## config.mk

```make
export PLATFORM = sky130hd
export DESIGN_NAME = lane_chart_recorder
export DESIGN_NICKNAME = d
export VERILOG_FILES = /design/src/rtl/lane_chart_recorder_pkg.sv /design/src/rtl/lane_chart_recorder_tick_gen.sv /design/src/rtl/lane_chart_recorder.sv
export SDC_FILE = /design/constraint.sdc
export NUM_CORES = 1
export LEC_CHECK = 0
export CORE_ASPECT_RATIO = 0.9
export CORE_MARGIN = 5
export CORE_UTILIZATION = 55
export DETAILED_ROUTE_END_ITERATION = 12
export GPL_TIMING_DRIVEN = 0
export PLACE_DENSITY = 0.8
export SLEW_MARGIN = 20
export SYNTH_ARGS = -nofsm -noshare
export SYNTH_HDL_FRONTEND = slang
export SYNTH_SLANG_ARGS = --single-unit
```

## constraint.sdc

```tcl
create_clock -name clk -period 4.8 [get_ports clk]
set_input_delay 0.96 -clock clk [delete_from_list [all_inputs] [get_ports clk]]
set_output_delay 0.96 -clock clk [all_outputs]
set_load 0.02 [all_outputs]
```

## src/rtl/lane_chart_recorder_pkg.sv

```systemverilog
// Shared definitions for the note-lane recorder and playback lane.
// Holds the recorder state encoding, the score width and the default lane geometry.
// Pure declarations; no logic, no flow control.
package lane_chart_recorder_pkg;

  typedef enum logic [1:0] {
    IDLE   = 2'd0,
    RECORD = 2'd1,
    DONE   = 2'd2
  } rec_state_t;

  localparam int SCORE_W = 5;
  localparam logic [SCORE_W-1:0] SCORE_MAX = 5'd31;

  // Default chart geometry, matched by the playback lane.
  localparam int LANE_LEN_DEF = 100;
  localparam int TICK_DIV_DEF = 10000000;
  localparam int IDX_W_DEF    = 7;

  // Score counter increment that sticks at the display maximum.
  function automatic logic [SCORE_W-1:0] sat_inc(input logic [SCORE_W-1:0] v);
    return (v == SCORE_MAX) ? v : v + 1'b1;
  endfunction

endpackage

```

## src/rtl/lane_chart_recorder_tick_gen.sv

```systemverilog
// Slot divider: counts 0..TICK_DIV-1 while enabled and flags the last count.
// Latency: tick is decoded from the count register in the same cycle it reaches TICK_DIV-1.
// No backpressure; clr has priority over en.
module slot_tick_gen #(
  parameter int TICK_DIV = 4
) (
  input  logic clk,
  input  logic reset,
  input  logic clr,
  input  logic en,
  output logic tick
);

  localparam int CW = (TICK_DIV > 1) ? $clog2(TICK_DIV) : 1;
  localparam logic [CW-1:0] LAST = CW'(TICK_DIV - 1);

  logic [CW-1:0] count;

  assign tick = en && (count == LAST);

  // Free-running slot counter, held while disabled, wrapping after the last count.
  always_ff @(posedge clk) begin
    if (reset || clr) begin
      count <= '0;
    end else if (en) begin
      count <= tick ? '0 : count + 1'b1;
    end
  end

endmodule

```

## src/rtl/lane_chart_recorder.sv

```systemverilog
// Records lane key taps into a LANE_LEN-bit chart, one slot per TICK_DIV clocks, slot k -> chart[k].
// Latency: a key press reaches the chart 4 clocks after the key is first sampled low.
// No backpressure; start/abort are single-cycle requests and presses outside RECORD are dropped.
module lane_chart_recorder
  import lane_chart_recorder_pkg::*;
#(
  parameter int LANE_LEN = LANE_LEN_DEF,
  parameter int TICK_DIV = TICK_DIV_DEF,
  parameter int IDX_W    = IDX_W_DEF
) (
  input  logic                clk,
  input  logic                reset,
  input  logic                tap_n,
  input  logic                start,
  input  logic                abort,
  output logic [LANE_LEN-1:0] chart,
  output logic                chart_valid,
  output logic                busy,
  output logic [IDX_W-1:0]    idx,
  output logic                tick,
  output logic [SCORE_W-1:0]  tap_count
);

  localparam logic [IDX_W-1:0] LAST_IDX = IDX_W'(LANE_LEN - 1);

  rec_state_t       state, state_nxt;
  logic             sync1, sync2, tap_prev, press;
  logic             start_ok, abort_ok, last_slot, press_ok, recording;
  logic [IDX_W-1:0] slot;

  assign recording = (state == RECORD);
  // Abort beats start when both arrive together.
  assign start_ok  = start && !abort && !recording;
  assign abort_ok  = abort && recording;
  assign last_slot = tick && (idx == LAST_IDX);
  // A press landing on a slot boundary belongs to the slot that is starting.
  assign slot      = tick ? idx + 1'b1 : idx;
  assign press_ok  = press && recording && !abort_ok && !last_slot;

  slot_tick_gen #(.TICK_DIV(TICK_DIV)) u_tick (
    .clk   (clk),
    .reset (reset),
    .clr   (start_ok || abort_ok),
    .en    (recording),
    .tick  (tick)
  );

  // Two-flop synchroniser for the raw key, then a registered falling-edge pulse.
  always_ff @(posedge clk) begin
    if (reset) begin
      sync1    <= 1'b1;
      sync2    <= 1'b1;
      tap_prev <= 1'b1;
      press    <= 1'b0;
    end else begin
      sync1    <= tap_n;
      sync2    <= sync1;
      tap_prev <= sync2;
      press    <= tap_prev && !sync2;
    end
  end

  // Recorder state register.
  always_ff @(posedge clk) begin
    if (reset) state <= IDLE;
    else       state <= state_nxt;
  end

  // Next-state decode: start from IDLE/DONE, leave RECORD on abort or after the last slot.
  always_comb begin
    state_nxt = state;
    unique case (state)
      IDLE, DONE: if (start_ok) state_nxt = RECORD;
      RECORD: begin
        if (abort_ok)       state_nxt = IDLE;
        else if (last_slot) state_nxt = DONE;
      end
      default: state_nxt = IDLE;
    endcase
  end

  // Chart, slot index, score and registered status flags.
  always_ff @(posedge clk) begin
    if (reset) begin
      chart       <= '0;
      idx         <= '0;
      tap_count   <= '0;
      busy        <= 1'b0;
      chart_valid <= 1'b0;
    end else begin
      busy        <= (state_nxt == RECORD);
      chart_valid <= (state_nxt == DONE);
      if (start_ok || abort_ok) begin
        chart     <= '0;
        idx       <= '0;
        tap_count <= '0;
      end else if (recording) begin
        if (press_ok && !chart[slot]) begin
          chart[slot] <= 1'b1;
          tap_count   <= sat_inc(tap_count);
        end
        if (tick && !last_slot) idx <= idx + 1'b1;
      end
    end
  end

endmodule

```

* After elaboration in Yosys (flattened, before gate mapping) *
Index checks and enable logic that the tools add are counted.

storage, ports and cells
  register bits = 144
  bits of input ports = 5
  output and inout port bits = 115
  logic and storage cells = 61

cells by class
  add/sub/neg operators = 3
  magnitude comparators = 2
  eq/ne operators = 7
  muxes and demuxes = 10
  bitwise gates (word level) = 2
  reduce and logical (&&, ||, !) cells = 26

operator list
  operator                                                    count
  OR 100 bit                                                  1
  adder 24 x 1 -> 24 bit, second input constant               1
  == test 24 bit, second input constant                       1
  2-to-1 mux 24 bit                                           1
  logical AND 1 bit                                           12
  less-than comparator 7 x 8 -> 1 bit, second input constant  1
  adder 7 x 1 -> 7 bit, second input constant                 1
  binary-select mux 1 bit (select 7 bit)                      1
  demux 1 bit (select 7 bit)                                  1
  == test 7 bit, second input constant                        1
  >= comparator 7 x 1 -> 1 bit, second input constant         1
  2-to-1 mux 7 bit                                            1
  zero test 1 bit                                             6
  2-to-1 mux 2 bit                                            3
  adder 5 x 1 -> 5 bit, second input constant                 1
  == test 5 bit, second input constant                        1
  == test 2 x 1 -> 1 bit, second input constant               2
  == test 2 bit, second input constant                        2
  one-hot mux 2 bit (2 select lines)                          1
  AND reduction 2 bit                                         2
  OR reduction 2 bit                                          2
  AND reduction 3 bit                                         1
  zero test 2 bit                                             1
  logical OR 1 bit                                            2
  2 further kinds                                             3

* Depth between registers and ports, before layout *
Gate-level depths: netlist of run 1.

  depth in word-level cells = 8
  mapped depth = 14
  depth with buffers taken out = 11

* Modules after synthesis *
From an unflattened synthesis of run 1, not the netlist that was laid out.

second synthesis, totals
  cells, all modules = 635
  area, all modules = 6353.6 µm²

by module, submodules not included
  module               times used  cells an instance  area each (µm²)  sequential area each (µm²)
  lane_chart_recorder  1           492                5114.9           2402.3
  slot_tick_gen        1           143                1238.7           480.5

* Worst setup path after synthesis of run 1 *
No wires, ideal clock.

  kind = reg-to-reg
  start = register idx[1]
  end = register chart[24]
  setup time = 0.068 ns
  data arrival time = 3.263 ns
  required time = 4.732 ns
  path slack = 1.469 ns
  stages on the path, launching flop included = 14
  path buffers = 3
  period minus slack after synthesis = 3.331 ns
  cells stage by stage = dfxtp_1 > ha_1 > buf_2 > xor2_1 > buf_2 > buf_1 > mux4_2 > o21ai_0 > o221ai_1 > a22oi_1 > nand2_1 > or4_4 > nand2b_4 > o21ai_2

on the way
  longest elaborated chain between the ends = 7
  elaborated cells on any way between the ends = 17
  those cells by class = 1 x add/sub; 2 x order compare; 1 x eq/ne; 5 x mux; 1 x bitwise; 7 x reduce/logical

ends and longest elaborated chain
  what                                                                                     RTL line                                              text
  from (decl)                                                                              lane_chart_recorder.sv:19                             output logic [IDX_W-1:0] idx,
  from (signal assigned)                                                                   lane_chart_recorder.sv:102                            if (tick && !last_slot) idx <= idx + 1'b1;
  adder 7 x 1 -> 7 bit                                                                     lane_chart_recorder.sv:37                             assign slot = tick ? idx + 1'b1 : idx;
  2-to-1 mux 7 bit                                                                         lane_chart_recorder.sv:37
  less-than comparator 7 x 8 -> 1 bit (not written as such), or another cell as far along  lane_chart_recorder.sv:99                             chart[slot] <= 1'b1;
  logical AND 1 bit (not written as such) or 2-to-1 mux 1 bit (tied branches)              lane_chart_recorder.sv:99, lane_chart_recorder.sv:98
  2-to-1 mux 1 bit (not written as such) or zero test 1 bit (tied branches)                lane_chart_recorder.sv:99, lane_chart_recorder.sv:98
  demux 1 bit (select 7 bit) or logical AND 1 bit (tied branches)                          lane_chart_recorder.sv:99, lane_chart_recorder.sv:98
  OR 100 bit (no line) or AND reduction 2 bit (tied branches)                              n/a
  to (signal assigned)                                                                     lane_chart_recorder.sv:85                             chart <= '0;
  to (signal assigned)                                                                     lane_chart_recorder.sv:94                             chart <= '0;
  to (signal, indexed assignment)                                                          lane_chart_recorder.sv:99
  to (decl)                                                                                lane_chart_recorder.sv:16                             output logic [LANE_LEN-1:0] chart,

Several ways; a longest one is shown, not always the timed one. The select of a mux whose other input is x is not followed.
A chain may end at the register's enable or synchronous reset.

* Final worst setup path of run 1 *
  start = register idx[1]
  end = register chart[25]

Same word-level chain as after synthesis.

==> results of run 1 <==
## stage by stage
| step | hold WS (ns) | instance area, sq um | worst slack, ns | total power [mW] | util (%) |
|---|---|---|---|---|---|
| 2_1_floorplan | 0.389 | 7340 | 1.47 | 1.26 | - |
| 3_3_place_gp | 0.401 | 8730 | 0.546 | 1.28 | 66.1 |
| 3_5_place_dp | 0.394 | 8750 | 0.647 | 1.28 | 66.2 |
| 4_1_cts | 0.409 | 9340 | 0.590 | 2.58 | 70.7 |
| 5_1_grt | 0.441 | 9340 | 0.254 | 2.64 | 70.7 |
| 6_report | 0.410 | 9340 | 0.383 | 2.58 | 70.7 |
## cell usage after synthesis, types with 12 or more instances
cell / instances / share of area, %
dfxtp_1: 144 / 39
a21oi_1: 21 / 1.4
xnor2_1: 16 / 1.9
mux2_2: 12 / 1.8
xor2_1: 12 / 1.4
and3_1: 12 / 1.0
a22o_1: 80 / 9.5
nand2_1: 68 / 3.5
mux4_2: 12 / 3.7
a22oi_1: 32 / 3.3
o21ai_0: 30 / 2.0
nand3_1: 36 / 2.5
mux2i_1: 12 / 1.6
inv_1: 14 / 0.72
clkbuf_1: 43 / 2.2
nor2_1: 57 / 2.9
## sequential cells by signal (all words and copies together) (netlist names), 2 cells and up
signal        flops
chart           100
u_tick.count     24
idx               7
tap_count         5
state             2
## worst min path at each step
stage / end / slack (ns) / cells past startpoint
6_report: sync2 / 0.41 / 1
3_3_place_gp: press / 0.40 / 2
2_1_floorplan: sync2 / 0.39 / 1
5_1_grt: sync2 / 0.44 / 1
3_5_place_dp: sync2 / 0.39 / 1
4_1_cts: sync2 / 0.41 / 1
## where the power goes
part | internal, mW | leakage [nW] | switching [mW] | total (mW)
Sequential | 1.20 | 1.16 | 0.00118 | 1.20
Clock | 0.794 | 0.283 | 0.539 | 1.33
Combinational | 0.0114 | 1.75 | 0.0408 | 0.0521
Total | 2.00 | 3.20 | 0.581 | 2.58
## placed cells by master (no fill, tap or decap), types with 5 or more instances in the layout
master,synthesis,layout
dfxtp_1,144,144
clkdlybuf4s50_1,0,118
a22o_1,80,80
nand2_1,68,68
nor2_1,57,57
clkbuf_1,43,44
nand3_1,36,36
a22oi_1,32,32
o21ai_0,30,30
a21oi_1,21,21
clkbuf_16,0,17
xnor2_1,16,16
inv_1,14,14
and3_1,12,12
mux2i_1,12,12
xor2_1,12,12
mux4_2,12,12
mux2_2,12,12
nor2b_1,11,11
or3_1,11,11
buf_2,10,10
buf_1,10,10
nand4_1,10,10
nand2b_1,9,9
a31oi_1,9,9
o21ai_2,9,9
nor3_1,9,9
a221oi_1,8,8
nand3b_1,7,7
o22ai_1,6,6
and2_1,5,5
o211ai_1,5,5
## cell families (layout without fill, tap and decap cells)
logic type	after synthesis	in the layout	share of synthesized area, %
AOI/OAI and AO/OA	243	243	25.7
xor gates and xnor gates	28	28	3.34
buffers and inverters	81	231	4.57
muxes	36	36	7.16
DFF	144	144	39.3
and+or+nand+nor	268	268	19.3
adders and majority gates	4	4	0.682
## routing by layer
| metal | GRT usage (%) | vias up |
|---|---|---|
| met5 | 0 | - |
| met4 | 13.3 | 3 |
| met3 | 7.42 | 83 |
| met2 | 46.7 | 523 |
| met1 | 40.7 | 3461 |
| li1 | - | 3310 |
## layout make-up
type | count | share of cell area (%)
plain buffers | 66 | 2.99
clock buffers | 20 | 4.89
clock inverters | 12 | 1.42
inverters | 15 | 0.603
multi-input cells | 579 | 44.3
flip-flops and latches | 144 | 30.9
well taps | 168 | 2.25
repair buffers | 118 | 12.7
==> results.py, run 1 <==
metrics = {
    "worst_setup_path": {
        "reg2reg_from": "idx[1]",
        "crit_path_start_kind": "flip-flop",
        "crit_chain": "ha_1, buf_2, buf_1, clkbuf_1, nor2_1, a221oi_1, o22ai_1, a22oi_1, nand2_1, or4_4, nand2b_4, o21ai_2",
        "r2r_end": "chart[25]",
        "critPathKind": "flip-flop to flip-flop",
        "crit_end": "chart[25]",
        "cp_data_required_time_ns": 5.16,
        "r2r_cells": 12,
        "cp-end-kind": "flip-flop",
        "cp_num_cells": 12,
        "cp_slowest_cell": "buf_1",
        "crit_start": "idx[1]",
        "crit_fanout": 10,
        "crit_buf_inv": 3,
        "r2r_setup_slack_ns": 0.38,
        "cp_slowest_stage_delay_ns": 0.59,
        "cp.arrival_ns": 4.78,
        "cp_top_family": "buffers and inverters",
    },
    "cts": {
        "tritoncts": "done",
        "cts_buffer_depth": 2,
        "ctsHoldBuffers": 0,
        "numClockSinks": 144,
        "cts_buffers": 17,
        "cts_resized": 0,
        "post-cts-setup-buffer-count": 0,
        "cts.clk_slew.worst_paths_ns": 0.07,
        "ctsHtreeMaxLevel": 4,
        "insertion_delay_ns": 0.44,
        "clock-root-buffer": "clkbuf_16",
    },
    "synthesis": {
        "synth_edf_count": 0,
        "synth-seq-cells": 144,
        "synthCells": 804,
        "yosys.cell_types.count": 80,
        "synth_area_sq_um": 7340,
        "ys_seq_area_share_pct": 39.3,
        "ys.flop_type": "dfxtp_1",
        "yosys_warnings": 0,
        "async_flop_share_pct": 0,
        "avgSynthCellArea_sq_um": 9.13,
        "synth_nets": 813,
    },
    "floorplan": {
        "rows": 40,
        "die_h_microns": 120,
        "die-area_sq_um": 15800,
        "initial_core_util_pct": 55.5,
        "pin_count": 120,
        "core-area_sq_um": 13200,
        "dieWidth_microns": 132,
    },
    "cells_and_area": {
        "n_fill_cell": 1057,
        "area.growth.synth_to_final_pct": 27.3,
        "drive_above_1_share_pct": 11.0,
        "ff_latch_area_sq_um": 2880,
        "multiInputGateArea_sq_um": 4140,
        "antenna_cells": 0,
        "layout.nets": 950,
        "final_cells": 1122,
    },
    "drt": {
        "drc": 0,
        "route.met2.wl_mm": 11.0,
        "route.antenna.remaining_nets": 0,
        "drt-total-wl_mm": 24.6,
        "drt_iter0_drc": 1109,
        "wl_met3_mm": 2.78,
        "via_per_inst": 6.58,
        "top_layer": "met5",
        "first_pass_iters": 8,
        "wl_met1_mm": 9.95,
        "vias": 7380,
        "detail_route.wl_per_cell_microns": 21.9,
    },
    "global_routing": {
        "antenna_found_initial": 0,
        "grt_usage_pct": 30.4,
        "grt_pass1_wl_mm": 38.2,
        "grt_max_degree": 17,
        "grt_overflow": 0,
        "grt_pass1_vias": 7075,
    },
    "sta": {
        "rsz0062_at_grt": "no",
        "finalHoldViolations": 0,
        "setup_viol": 0,
        "setup_tns_ns": 0,
        "fmaxAchievable_mhz": 226,
        "tightest_slew_ns": 0.918,
        "period_share_pct": 92.0,
        "period_needed_ns": 4.42,
        "fin_skew_ns": 0.0109,
        "final_max_slew_viol_count": 0,
        "max_slew_margin_pct": 38.8,
    },
    "placed_design": {
        "place.gp.congestion": 0.946,
        "post-dp-hpwl_mm": 17.0,
        "dp_cells": 1090,
        "io_buffers": 118,
    },
    "power_and_ir_drop": {
        "power.leakage_nw": 3.20,
        "max-vdd-ir-drop_uv": 251,
        "powerDensity_nw_per_um2": 277,
    },
    "min_path": {
        "holdCritStartpoint": "sync1",
        "hold_class": "flip-flop to flip-flop",
    },
    "flow_run": {
        "maxCapViolations": 0,
    },
    "run_status": {
        "status": "finished clean",
    },
}
No activity file was read; power rests on OpenSTA's default activity.
==> run 2, diff against run 1 <==
--- a/config.mk
+++ b/config.mk
@@ -5,12 +5,13 @@
 export SDC_FILE = /design/constraint.sdc
 export NUM_CORES = 1
 export LEC_CHECK = 0
+export ABC_AREA = 0
 export CORE_ASPECT_RATIO = 0.9
 export CORE_MARGIN = 5
-export CORE_UTILIZATION = 55
+export CORE_UTILIZATION = 54
 export DETAILED_ROUTE_END_ITERATION = 12
 export GPL_TIMING_DRIVEN = 0
-export PLACE_DENSITY = 0.8
+export PLACE_DENSITY = 0.79
 export SLEW_MARGIN = 20
 export SYNTH_ARGS = -nofsm -noshare
 export SYNTH_HDL_FRONTEND = slang
==> constraint.sdc (replaced) <==
create_clock -name clk -period 4.2 [get_ports clk]
set_input_delay 0.84 -clock clk [delete_from_list [all_inputs] [get_ports clk]]
set_output_delay 0.84 -clock clk [all_outputs]
set_load 0.02 [all_outputs]
==> run 2 against run 1 <==
  * Clock-buffer cell count decreased by 2
  * First-iteration DRC count shrank 19%
  * Clock power up 26%
  * Fmax rose by 6.2%
  * Sequential share of layout area decreased by 0.23 points
  * Register-to-register slack worse by 0.34 ns
  * Routed wire length up 7.2%
  * Critical endpoint is now chart[30]
==> results.py, run 2 (synthesized netlist as in run 1, its figures left out) <==
metrics = {
    "floorplan": {
        "rows": 40,
        "core-area_sq_um": 13300,
        "die-area_sq_um": 16000,
        "initial_core_util_pct": 55.1,
        "pin_count": 120,
        "die_h_microns": 121,
        "dieWidth_microns": 133,
    },
    "drt": {
        "drt-total-wl_mm": 26.4,
        "drc": 0,
        "via_per_inst": 6.72,
        "route.antenna.remaining_nets": 0,
        "vias": 7543,
        "first_pass_iters": 6,
        "drt_iter0_drc": 894,
        "detail_route.wl_per_cell_microns": 23.5,
    },
    "global_routing": {
        "grt_overflow": 0,
        "antenna_found_initial": 0,
        "grt_usage_pct": 32.8,
        "grt_pass1_wl_mm": 41.1,
        "grt_pass1_vias": 7308,
        "grt_max_degree": 17,
    },
    "run_status": {
        "status": "finished clean",
    },
    "worst_setup_path": {
        "crit_start": "idx[1]",
        "critPathKind": "flip-flop to flip-flop",
        "cp.arrival_ns": 4.52,
        "r2r_cells": 12,
        "reg2reg_from": "idx[1]",
        "r2r_end": "chart[30]",
        "cp_slowest_stage_delay_ns": 0.58,
        "crit_chain": "ha_1, buf_2, buf_2, buf_1, nor2_1, a221oi_1, o22ai_1, a22oi_1, nand2_1, or4_4, nand2b_4, o21ai_2",
        "crit_top_cell": "buf_2",
        "cp-end-kind": "flip-flop",
        "crit_end": "chart[30]",
        "cp_slowest_cell": "or4_4",
        "r2r_setup_slack_ns": 0.04,
        "cp_data_required_time_ns": 4.56,
        "crit_path_start_kind": "flip-flop",
        "crit_fanout": 10,
    },
    "sta": {
        "finalHoldViolations": 0,
        "rsz0062_at_grt": "no",
        "fin_skew_ns": 0.00961,
        "period_needed_ns": 4.16,
        "whs_ns": 0.433,
        "period_share_pct": 99.1,
        "tightest_slew_ns": 0.958,
        "final_max_slew_viol_count": 0,
        "max_slew_margin_pct": 36.1,
        "setup_viol": 0,
        "fmaxAchievable_mhz": 240,
    },
    "cells_and_area": {
        "final_common_cell": "dfxtp_1",
        "antenna_cells": 0,
        "layout_common_cells": "144 x dfxtp_1, 117 x clkdlybuf4s50_1, 80 x a22o_1",
        "layout.nets": 951,
        "top_regs": "chart x100, u_tick.count x24, idx x7",
        "regMostFlops": "chart",
        "area.growth.synth_to_final_pct": 28.2,
        "drive_above_1_share_pct": 11.3,
        "n_fill_cell": 1021,
        "largest_reg_flops": 100,
    },
    "cts": {
        "cts.clk_slew.worst_paths_ns": 0.06,
        "cts_buffer_depth": 2,
        "ctsHtreeMaxLevel": 4,
        "numClockSinks": 144,
        "clock-root-buffer": "clkbuf_16",
        "insertion_delay_ns": 0.43,
        "cts_buffers": 17,
        "ctsHoldBuffers": 0,
        "tritoncts": "done",
    },
    "power_and_ir_drop": {
        "powerDensity_nw_per_um2": 330,
        "power.leakage_nw": 3.25,
        "totalPowerFinal_mw": 3.10,
        "max-vdd-ir-drop_uv": 293,
    },
    "min_path": {
        "hold_class": "flip-flop to flip-flop",
    },
    "flow_run": {
        "maxCapViolations": 0,
    },
    "placed_design": {
        "post-dp-hpwl_mm": 18.5,
        "io_buffers": 118,
        "place.gp.congestion": 0.984,
    },
}
-- run 2: worst min-delay path by stage --
stage | startpoint | depth (start not counted) | slack (ns) | end
floorplan | sync1 | 1 | 0.39 | sync2
global placement | sync1 | 1 | 0.40 | sync2
detailed placement | sync1 | 1 | 0.40 | sync2
CTS | tap_prev | 2 | 0.45 | press
global route | sync1 | 1 | 0.46 | sync2
finish | tap_prev | 2 | 0.43 | press
-- run 2: metal layers --
layer | routed length, microns | share of wire [%] | GRT usage (%)
met3 | 2670 | 10 | 7.65
met1 | 10800 | 41 | 43.4
met4 | 934 | 3.5 | 16.2
met5 | 0 | 0 | 0
met2 | 12000 | 45 | 50.5
-- run 2: area by class of cell --
type / count / area (sq um) / area share, %
Timing Repair Buffer: 120 / 1200 / 12.8
Inverter: 15 / 56.3 / 0.599
Sequential cell: 144 / 2880 / 30.7
Clock inverter: 13 / 209 / 2.22
Tap cell: 168 / 210 / 2.23
Multi-Input combinational cell: 579 / 4140 / 44.0
Clock buffer: 18 / 429 / 4.56
Buffer: 65 / 278 / 2.95
-- run 2: per-stage QoR --
step	util (%)	instance area [sq um]	setup TNS [ns]	setup slack [ns]	std cells
2_1_floorplan	-	7340	0	0.869	804
3_3_place_gp	65.6	8730	-0.399	-0.0628	1090
3_5_place_dp	65.8	8770	-0.00404	-0.00404	1092
4_1_cts	70.6	9410	0	0.0929	1123
5_1_grt	70.6	9410	0	0.00139	1122
6_report	70.6	9410	0	0.0394	1122
-- run 2: timing repair --
action | 4_1_cts | 5_1_grt
setup buffers | 0 | 0
pin swaps | 0 | 0
resized for setup | 1 | 4
endpoints found under the setup margin | 3 | 31
-- run 2: power by group --
group          switching (mW)  total, mW  internal (mW)
clock                   0.619       1.67           1.05
combinational          0.0477     0.0616         0.0139
sequential            0.00160       1.37           1.37
total                   0.668       3.10           2.44
-- run 2: critical path: cells and delay by family, from the launching register on --
| family | cells | cell delay, ns |
|---|---|---|
| AOI/OAI and AO/OA | 4 | 0.96 |
| adders and majority gates | 1 | 0.39 |
| buffers and inverters | 3 | 1.18 |
| DFF | 1 | 0.38 |
| and+or+nand+nor | 4 | 1.16 |
==> run 3, diff against run 2 <==
--- a/config.mk
+++ b/config.mk
@@ -9,9 +9,10 @@
 export CORE_ASPECT_RATIO = 0.9
 export CORE_MARGIN = 5
 export CORE_UTILIZATION = 54
+export CTS_CLUSTER_DIAMETER = 40
 export DETAILED_ROUTE_END_ITERATION = 12
 export GPL_TIMING_DRIVEN = 0
-export PLACE_DENSITY = 0.79
+export PLACE_DENSITY = 0.82
 export SLEW_MARGIN = 20
 export SYNTH_ARGS = -nofsm -noshare
 export SYNTH_HDL_FRONTEND = slang
==> run 3 against run 2 <==
  * Utilization decreased by 0.72 points
  * Power decreased by 6.6%
  * Final area decreased by 1.0%
  * Register-to-register slack improved by 0.18 ns
  * Worst hold slack got worse by 0.018 ns
  * Highest routed layer unchanged
  * Routed wire length decreased by 6.3%
  * Clock power decreased by 12%
  * Global-route usage decreased by 2.2 points
  * Via count decreased by 2.3%
  * Sequential share of layout area increased by 0.32 points
  * Critical path type is now flip-flop to output pin
  * Sequential power about the same
  * Clock skew increased by 0.00061 ns
==> results.py, run 3 (synthesized netlist as in run 1, its figures left out) <==
metrics = {
    "run_status": {
        "status": "finished clean",
    },
    "drt": {
        "via_per_inst": 6.59,
        "first_pass_iters": 6,
        "vias": 7369,
        "detail_route.wl_per_cell_microns": 22.1,
        "drt_iter0_drc": 1020,
        "route.antenna.remaining_nets": 0,
        "drc": 0,
        "drt-total-wl_mm": 24.7,
    },
    "worst_setup_path": {
        "cp_top_family": "buffers and inverters",
        "crit_buf_inv": 4,
        "cp-end-kind": "output pin",
        "r2r_setup_slack_ns": 0.22,
        "r2r_cells": 11,
        "r2r_end": "chart[72]",
        "crit_top_cell": "clkbuf_1",
        "crit_chain": "ha_1, and3_1, nand4_2, clkbuf_1, or3_1, clkbuf_1, inv_1, clkdlybuf4s50_1",
        "crit_start": "u_tick.count[0]",
        "cp_slowest_stage_delay_ns": 0.64,
        "crit_path_start_kind": "flip-flop",
        "cp_slowest_cell": "clkdlybuf4s50_1",
        "critPathKind": "flip-flop to output pin",
        "cp_data_required_time_ns": 3.36,
        "crit_fanout": 10,
        "cp.arrival_ns": 3.24,
        "reg2reg_from": "idx[1]",
    },
    "cells_and_area": {
        "layout.nets": 949,
        "layout_common_cells": "144 x dfxtp_1, 118 x clkdlybuf4s50_1, 80 x a22o_1",
        "antenna_cells": 0,
        "drive_above_1_share_pct": 10.6,
        "n_fill_cell": 1048,
        "regMostFlops": "chart",
        "ff_latch_area_sq_um": 2880,
        "largest_reg_flops": 100,
        "final_common_cell": "dfxtp_1",
        "post-route-cell-area_sq_um": 9310,
        "multiInputGateArea_sq_um": 4140,
        "area.growth.synth_to_final_pct": 26.9,
        "top_regs": "chart x100, u_tick.count x24, idx x7",
    },
    "floorplan": {
        "initial_core_util_pct": 55.1,
        "die-area_sq_um": 16000,
        "rows": 40,
        "core-area_sq_um": 13300,
        "die_h_microns": 121,
        "pin_count": 120,
        "dieWidth_microns": 133,
    },
    "sta": {
        "setup_viol": 0,
        "final_max_slew_viol_count": 0,
        "setup_tns_ns": 0,
        "tightest_slew_ns": 1.01,
        "period_needed_ns": 4.08,
        "max_slew_margin_pct": 32.8,
        "rsz0062_at_grt": "no",
        "finalHoldViolations": 0,
        "fmaxAchievable_mhz": 245,
        "fin_skew_ns": 0.0102,
        "period_share_pct": 97.1,
    },
    "cts": {
        "cts_buffer_depth": 2,
        "clock-root-buffer": "clkbuf_16",
        "cts_buffers": 17,
        "cts_resized": 0,
        "insertion_delay_ns": 0.43,
        "ctsHtreeMaxLevel": 4,
        "ctsHoldBuffers": 0,
        "cts.clk_slew.worst_paths_ns": 0.06,
        "post-cts-setup-buffer-count": 0,
        "numClockSinks": 144,
        "tritoncts": "done",
    },
    "placed_design": {
        "place.gp.congestion": 0.963,
        "io_buffers": 118,
        "postPlaceCellArea_sq_um": 8750,
        "post-dp-hpwl_mm": 17.2,
    },
    "min_path": {
        "holdCritStartpoint": "tap_prev",
        "hold_end": "press",
        "hold_class": "flip-flop to flip-flop",
        "holdPathStages": 2,
    },
    "global_routing": {
        "grt_pass1_wl_mm": 38.6,
        "grt_overflow": 0,
        "grt_pass1_vias": 6917,
        "grt_max_degree": 17,
        "antenna_found_initial": 0,
        "grt_usage_pct": 30.7,
    },
    "power_and_ir_drop": {
        "powerDensity_nw_per_um2": 311,
        "max-vdd-ir-drop_uv": 299,
        "power.leakage_nw": 3.19,
    },
    "flow_run": {
        "maxCapViolations": 0,
    },
}
## run 3: cell count changes in the layout (fill, tap and decap cells not counted), moves of 2 or more
cell	change
inv_6	-3
clkbuf_1	+4
bufinv_16	-3
clkbuf_8	+3
clkinvlp_4	-2
## run 3: power breakdown
| part | leakage [nW] | total (mW) | switching [mW] | internal (mW) |
|---|---|---|---|---|
| Clock | 0.272 | 1.47 | 0.555 | 0.910 |
| Sequential | 1.16 | 1.37 | 0.00152 | 1.37 |
| Combinational | 1.76 | 0.0613 | 0.0482 | 0.0131 |
| Total | 3.19 | 2.90 | 0.605 | 2.29 |
## run 3: layout make-up
class	instances	area share [%]
well taps	168	2.26
plain buffers	65	2.98
flip-flops and latches	144	31.0
repair buffers	118	12.7
clock buffers	24	5.17
multi-input cells	579	44.4
clock inverters	5	0.874
inverters	15	0.605
## run 3: through the flow
step	total power, mW	hold slack, ns	util [%]	setup slack, ns	std cells
final	2.90	0.415	69.9	0.123	1118
after global routing	2.97	0.439	69.9	0.0158	1118
after CTS	2.90	0.419	69.9	0.0187	1119
after detailed placement	1.46	0.400	65.7	0.0304	1090
after global placement	1.46	0.393	65.6	0.0670	1090
after floorplan	1.44	0.389	-	0.869	804
## run 3: worst min-delay path, stage by stage, from the launching register on
cell and delay [ns]:
dfxtp_1 0.30, inv_1 0.04, nor2_1 0.03
## run 3: worst max path at each step
stage / cells after the start / slack, ns / to
5_1_grt: 8 / 0.02 / tick
6_report: 8 / 0.12 / tick
3_3_place_gp: 12 / 0.07 / chart[26]
4_1_cts: 12 / 0.02 / chart[25]
3_5_place_dp: 12 / 0.03 / chart[26]
2_1_floorplan: 13 / 0.87 / chart[24]
## run 3: layer usage
layer | up-vias | track usage (%) | routed length, microns
met5 | - | 0 | 0
met4 | 0 | 13.3 | 893
met3 | 92 | 8.74 | 3020
met2 | 547 | 45.3 | 10700
met1 | 3438 | 41.8 | 10100
li1 | 3292 | - | -
